## src/rtl/rx_slot_sched.sv

```systemverilog
// Frame-level RX slot scheduler: walks a programmable slot table per frame,
// issuing one window start per slot with watchdog, guard gap and abort handling.
module rx_slot_sched #(
  parameter int CNT_W = 32,
  parameter int IDX_W = 2
) (
  input  logic             clk,
  input  logic             rst_n,
  input  logic             cfg_we,
  input  logic [IDX_W-1:0] cfg_addr,
  input  logic [CNT_W-1:0] cfg_delay,
  input  logic [CNT_W-1:0] cfg_window,
  input  logic [IDX_W:0]   cfg_nslot,
  input  logic [CNT_W-1:0] cfg_gap,
  input  logic [CNT_W-1:0] cfg_wd,
  input  logic             frame_trig,
  input  logic             abort,
  input  logic             win_busy,
  input  logic             win_done,
  output logic             win_start_pulse,
  output logic [CNT_W-1:0] win_delay,
  output logic [CNT_W-1:0] win_window,
  output logic [IDX_W-1:0] slot_idx,
  output logic             frame_busy,
  output logic             frame_done,
  output logic             frame_abort,
  output logic             err_timeout,
  output logic             trig_overrun
);

  localparam int NSLOT = 2 ** IDX_W;
  localparam logic [IDX_W:0]   NSLOT_V = (IDX_W + 1)'(NSLOT);
  localparam logic [IDX_W:0]   N_ONE   = (IDX_W + 1)'(1);
  localparam logic [IDX_W-1:0] I_ONE   = IDX_W'(1);
  localparam logic [CNT_W-1:0] C_ONE   = CNT_W'(1);

  typedef enum logic [1:0] {IDLE, WAIT, GAP} state_t;

  state_t           state_q, state_d;
  logic [CNT_W-1:0] tbl_delay_q  [NSLOT];
  logic [CNT_W-1:0] tbl_delay_d  [NSLOT];
  logic [CNT_W-1:0] tbl_window_q [NSLOT];
  logic [CNT_W-1:0] tbl_window_d [NSLOT];
  logic [IDX_W:0]   nslot_q, nslot_d;
  logic [CNT_W-1:0] gap_q, gap_d;
  logic [CNT_W-1:0] wd_q, wd_d;
  logic [CNT_W-1:0] wd_cnt_q, wd_cnt_d;
  logic [CNT_W-1:0] gap_cnt_q, gap_cnt_d;
  logic             start_q, start_d;
  logic [CNT_W-1:0] win_delay_q, win_delay_d;
  logic [CNT_W-1:0] win_window_q, win_window_d;
  logic [IDX_W-1:0] slot_idx_q, slot_idx_d;
  logic             busy_q, busy_d;
  logic             done_q, done_d;
  logic             abort_q, abort_d;
  logic             tmo_q, tmo_d;
  logic             ovr_q, ovr_d;

  logic [IDX_W:0]   nslot_clamp;
  logic             last_slot;
  logic             do_issue;
  logic [IDX_W-1:0] issue_idx;

  assign nslot_clamp = (cfg_nslot > NSLOT_V) ? NSLOT_V : cfg_nslot;
  assign last_slot   = ({1'b0, slot_idx_q} == (nslot_q - N_ONE));

  always_comb begin
    tbl_delay_d  = tbl_delay_q;
    tbl_window_d = tbl_window_q;
    state_d      = state_q;
    nslot_d      = nslot_q;
    gap_d        = gap_q;
    wd_d         = wd_q;
    wd_cnt_d     = wd_cnt_q;
    gap_cnt_d    = gap_cnt_q;
    start_d      = 1'b0;
    win_delay_d  = win_delay_q;
    win_window_d = win_window_q;
    slot_idx_d   = slot_idx_q;
    busy_d       = busy_q;
    done_d       = 1'b0;
    abort_d      = 1'b0;
    tmo_d        = 1'b0;
    ovr_d        = 1'b0;
    do_issue     = 1'b0;
    issue_idx    = slot_idx_q + I_ONE;

    if (cfg_we) begin
      tbl_delay_d[cfg_addr]  = cfg_delay;
      tbl_window_d[cfg_addr] = cfg_window;
    end

    if (state_q == IDLE) begin
      if (frame_trig && !abort) begin
        if (win_busy) begin
          ovr_d = 1'b1;
        end else begin
          nslot_d = nslot_clamp;
          gap_d   = cfg_gap;
          wd_d    = cfg_wd;
          if (nslot_clamp == '0) begin
            done_d = 1'b1;
          end else begin
            do_issue  = 1'b1;
            issue_idx = '0;
          end
        end
      end
    end else if (abort) begin
      // Abort beats everything in an active frame; the running window is left alone
      abort_d = 1'b1;
      busy_d  = 1'b0;
      state_d = IDLE;
      ovr_d   = frame_trig;
    end else begin
      ovr_d = frame_trig;
      if (state_q == WAIT) begin
        if (win_done) begin
          if (last_slot) begin
            done_d  = 1'b1;
            busy_d  = 1'b0;
            state_d = IDLE;
          end else if (gap_q == '0) begin
            do_issue = 1'b1;
          end else begin
            state_d   = GAP;
            gap_cnt_d = '0;
          end
        end else if ((wd_q != '0) && (wd_cnt_q == (wd_q - C_ONE))) begin
          tmo_d   = 1'b1;
          busy_d  = 1'b0;
          state_d = IDLE;
        end else begin
          wd_cnt_d = wd_cnt_q + C_ONE;
        end
      end else begin
        if (gap_cnt_q == (gap_q - C_ONE)) begin
          do_issue = 1'b1;
        end else begin
          gap_cnt_d = gap_cnt_q + C_ONE;
        end
      end
    end

    // Issue uses pre-edge table contents, so a same-edge write is not seen
    if (do_issue) begin
      state_d      = WAIT;
      start_d      = 1'b1;
      win_delay_d  = tbl_delay_q[issue_idx];
      win_window_d = tbl_window_q[issue_idx];
      slot_idx_d   = issue_idx;
      wd_cnt_d     = '0;
      busy_d       = 1'b1;
    end
  end

  always_ff @(posedge clk or negedge rst_n) begin
    if (!rst_n) begin
      state_q      <= IDLE;
      for (int i = 0; i < NSLOT; i++) begin
        tbl_delay_q[i]  <= '0;
        tbl_window_q[i] <= '0;
      end
      nslot_q      <= '0;
      gap_q        <= '0;
      wd_q         <= '0;
      wd_cnt_q     <= '0;
      gap_cnt_q    <= '0;
      start_q      <= 1'b0;
      win_delay_q  <= '0;
      win_window_q <= '0;
      slot_idx_q   <= '0;
      busy_q       <= 1'b0;
      done_q       <= 1'b0;
      abort_q      <= 1'b0;
      tmo_q        <= 1'b0;
      ovr_q        <= 1'b0;
    end else begin
      state_q      <= state_d;
      tbl_delay_q  <= tbl_delay_d;
      tbl_window_q <= tbl_window_d;
      nslot_q      <= nslot_d;
      gap_q        <= gap_d;
      wd_q         <= wd_d;
      wd_cnt_q     <= wd_cnt_d;
      gap_cnt_q    <= gap_cnt_d;
      start_q      <= start_d;
      win_delay_q  <= win_delay_d;
      win_window_q <= win_window_d;
      slot_idx_q   <= slot_idx_d;
      busy_q       <= busy_d;
      done_q       <= done_d;
      abort_q      <= abort_d;
      tmo_q        <= tmo_d;
      ovr_q        <= ovr_d;
    end
  end

  assign win_start_pulse = start_q;
  assign win_delay       = win_delay_q;
  assign win_window      = win_window_q;
  assign slot_idx        = slot_idx_q;
  assign frame_busy      = busy_q;
  assign frame_done      = done_q;
  assign frame_abort     = abort_q;
  assign err_timeout     = tmo_q;
  assign trig_overrun    = ovr_q;

endmodule

```

## config.mk

```make
export PLATFORM = sky130hd
export DESIGN_NAME = rx_slot_sched
export DESIGN_NICKNAME = d
export VERILOG_FILES = /design/src/rtl/rx_slot_sched.sv
export SDC_FILE = /design/constraint.sdc
export NUM_CORES = 1
export LEC_CHECK = 0
export CAP_MARGIN = 20
export CORE_UTILIZATION = 50
export DETAILED_ROUTE_END_ITERATION = 10
export PLACE_DENSITY = 0.71
export SYNTH_ARGS = -nofsm -noshare
export SYNTH_HDL_FRONTEND = slang
export SYNTH_SLANG_ARGS = --single-unit
```

## constraint.sdc

```tcl
create_clock -name clk -period 5.35 [get_ports clk]
set_input_delay 0.8025 -clock clk [delete_from_list [all_inputs] [get_ports clk]]
set_output_delay 0.8025 -clock clk [all_outputs]
set_load 0.005 [all_outputs]
```

==> run_results.csv <==
group,metric,value,unit
sta,finalCritPeriodShare,0.866,
floorplan,rows,77,
routing,drt-total-wl,54100,um
synthesis,synthTopCellsByArea,"dfrtp_1, mux2_2, nand2_1",
cts,cts-hold-fix-buffers,0,
grt,antenna_found_initial,9,
synthesis,synth.avg_cell_area,10.3,sq um
cells_and_area,stdcell_count,2974,
setup_path,cpPeakStageDelay,0.54,ns
floorplan,boundaryPins,212,
setup_path,crit_chain,"inv_1, ha_1, nor3b_1, nand2_1, or3_1, mux2i_1, or4_1, or4_4, o22ai_2, a21oi_4, buf_4, a211oi_2, mux2i_1",
cts,cts_tree,"done",
job,cap_violations,0,
floorplan,dieArea,0.0458,sq mm
sta,tightest_slew,1.08,ns
setup_path,cp.arrival,5.15,ns
routing,vias,16772,
cells_and_area,final_nets,2491,
grt,grtUsageTotal,0.240,
floorplan,core-area,0.0443,sq mm
synthesis,syn_inst,2183,
grt,grt_pass1_vias,17092,
cts,cts_sinks,461,
setup_path,path_common_cell,"mux2i_1",
hold_path,worstHoldPathType,"input pin to asynchronous set/reset pin",
pwr,p_per_area,381,mW/mm^2
cells_and_area,n_fill_cell,3687,
synthesis,ys_types,66,
cts,clk_pin_slew,0.06,ns
placed_design,place.gp.congestion,0.859,
grt,grt_max_degree,150,
synthesis,synth_warnings,0,
placed_design,dp_cells,2885,
synthesis,synth-edff-count,0,
routing,drtPass1Iterations,5,
setup_path,cp.depth,13,
setup_path,path_buf_inv,2,
synthesis,synth.cell_area,0.0225,sq mm
setup_path,cp_slowest_cell,"or4_1",
cts,cts.repair.resized,0,
routing,wire_per_inst,18.2,um
cts,htreeDepth,2,
floorplan,die_h,214,um
cts,clock_latency,0.60,ns
sta,hold_violations,0,
sta,setup_viol,0,
pwr,irDropWorstVdd,0.290,mV
placed_design,hpwl,34600,um
setup_path,reg2reg_depth,13,
floorplan,initial_core_util,0.507,
sta,slew_headroom,0.282,
synthesis,synthTopCellsByCount,"dfrtp_1, nand2_1, mux2_2, o21ai_0, clkbuf_1",
setup_path,cp_data_required_time,5.86,ns
synthesis,yosysTopAreaCellShare,0.513,
routing,drc_errors,0,
synthesis,synthArstFlopShare,1.00,
setup_path,critPathKind,"flip-flop to flip-flop",
cells_and_area,syn_to_final_growth,19.2,%
grt,grt_pass1_wl,89800,um
cells_and_area,final_cell_area,0.0268,sq mm
run_status,outcome,"finished clean",
synthesis,yosysSeqAreaShare,0.513,
synthesis,yosysMostFrequentCell,"dfrtp_1",
synthesis,ys.flop_type,"dfrtp_1",
floorplan,die_w,214,um
synthesis,ys_seq_elements,461,
cts,postCtsSetupBuffers,0,
cts,numCtsBuffers,50,
cts,cts_buffer_depth,3,
pwr,p_leak,11.3,nW
sta,slew_viol_final,0,
cts,root_buffer,"clkbuf_16",
routing,antenna_left,0,
routing,vias_per_cell,5.64,
sta,finalCriticalPeriod,4.64,ns
setup_path,crit_path_start_kind,"flip-flop",
synthesis,synth_nets,2329,
sta,fin_tns_setup,0,ns
setup_path,cp-end-kind,"flip-flop",
setup_path,path_max_fanout,59,
routing,first_iter_violations,1165,
sta,rsz0062_at_grt,"false",
synthesis,yosysTopAreaCell,"dfrtp_1",
sta,timing.fmax,216,MHz
placed_design,port_buffers,211,
sta,fin_skew,0.0143,ns
placed_design,placed_area,0.0252,sq mm
setup_path,crit_family,"simple AND/OR/NAND/NOR gates",
grt,gr-total-overflow,0,
cells_and_area,drive_gt1_frac,0.192,
==> stage by stage <==
step	util	power (mW)	hold WS [ns]	worst slack, ns
final	0.604	10.2	0.162	0.714
after global routing	0.604	10.8	0.188	0.390
after CTS	0.604	10.3	0.179	0.736
after detailed placement	0.568	6.87	0.469	0.795
after global placement	0.568	6.77	0.465	0.979
after floorplan	-	5.86	0.450	1.58
==> final cells by class <==
cell class	instances	area (sq um)	share of cell area
Multi-Input combinational cell	1570	10400	0.388
Sequential cell	461	11500	0.431
Antenna cell	1	2.50	0.0000934
Timing Repair Buffer	238	2390	0.0894
Clock inverter	11	141	0.00528
Clock buffer	77	1480	0.0554
Tap cell	592	741	0.0277
Inverter	24	90.1	0.00336
==> layer usage <==
| metal | track usage | vias to the layer above | wire [um] |
|---|---|---|---|
| met2 | 0.397 | 435 | 25800 |
| met5 | 0 | - | 113 |
| met1 | 0.314 | 8332 | 23600 |
| li1 | - | 7886 | - |
| met3 | 0.0591 | 103 | 3560 |
| met4 | 0.0679 | 16 | 1160 |
==> sequential cells by signal (all words and copies together), names as in the netlist, 3 cells and up <==
| signal | count |
|---|---|
| win_delay | 32 |
| tbl_window_q | 128 |
| gap_q | 32 |
| win_window | 32 |
| tbl_delay_q | 128 |
| gap_cnt_q | 32 |
| wd_q | 32 |
| wd_cnt_q | 32 |
| nslot_q | 3 |
==> cell usage in the layout (no fill, tap or decap), types with 40 or more instances in the layout <==
| master | Yosys | layout |
|---|---|---|
| clkbuf_16 | 0 | 51 |
| clkdlybuf4s50_1 | 0 | 210 |
| dfrtp_1 | 461 | 461 |
| mux2_2 | 323 | 323 |
| nand2_1 | 455 | 455 |
| nand3_1 | 96 | 94 |
| nor2_1 | 91 | 89 |
| nor3_1 | 40 | 40 |
| o21ai_0 | 145 | 145 |
| xnor2_1 | 86 | 86 |
==> worst register-to-register path, stage by stage (launching register included) <==
cell	delay, ns
dfrtp_1	0.43
inv_1	0.10
ha_1	0.24
nor3b_1	0.52
nand2_1	0.32
or3_1	0.46
mux2i_1	0.14
or4_1	0.54
or4_4	0.54
o22ai_2	0.27
a21oi_4	0.14
buf_4	0.36
a211oi_2	0.29
mux2i_1	0.20
==> final timing paths <==
check | slack [ns] | end | from
max | 0.71 | wd_cnt_q[28] | gap_q[0]
min | 0.16 | gap_cnt_q[19] | rst_n
max reg2reg | 0.71 | wd_cnt_q[28] | gap_q[0]
min reg2reg | 0.47 | win_window[20] | win_window[20]
max in group asynchronous | 3.80 | tbl_window_q[62] | rst_n
min in group clk | 0.47 | win_window[20] | win_window[20]
==> kinds of logic (layout without fill, tap and decap cells) <==
family,Yosys count,in the layout,share of synthesized area
flops,461,461,0.513
xor+xnor,124,124,0.0483
buf+inv,152,350,0.0267
mux,336,336,0.168
other cells,0,1,0
compound gates,235,235,0.0603
fa+ha+maj,6,6,0.00334
simple gates,869,869,0.181
==> power breakdown <==
part | leakage (nW) | total [mW] | internal (mW) | switching [mW]
Combinational | 4.83 | 2.09 | 1.17 | 0.924
Sequential | 5.66 | 4.73 | 4.17 | 0.553
Clock | 0.788 | 3.38 | 1.96 | 1.41
(Power assumes the default switching activity.)
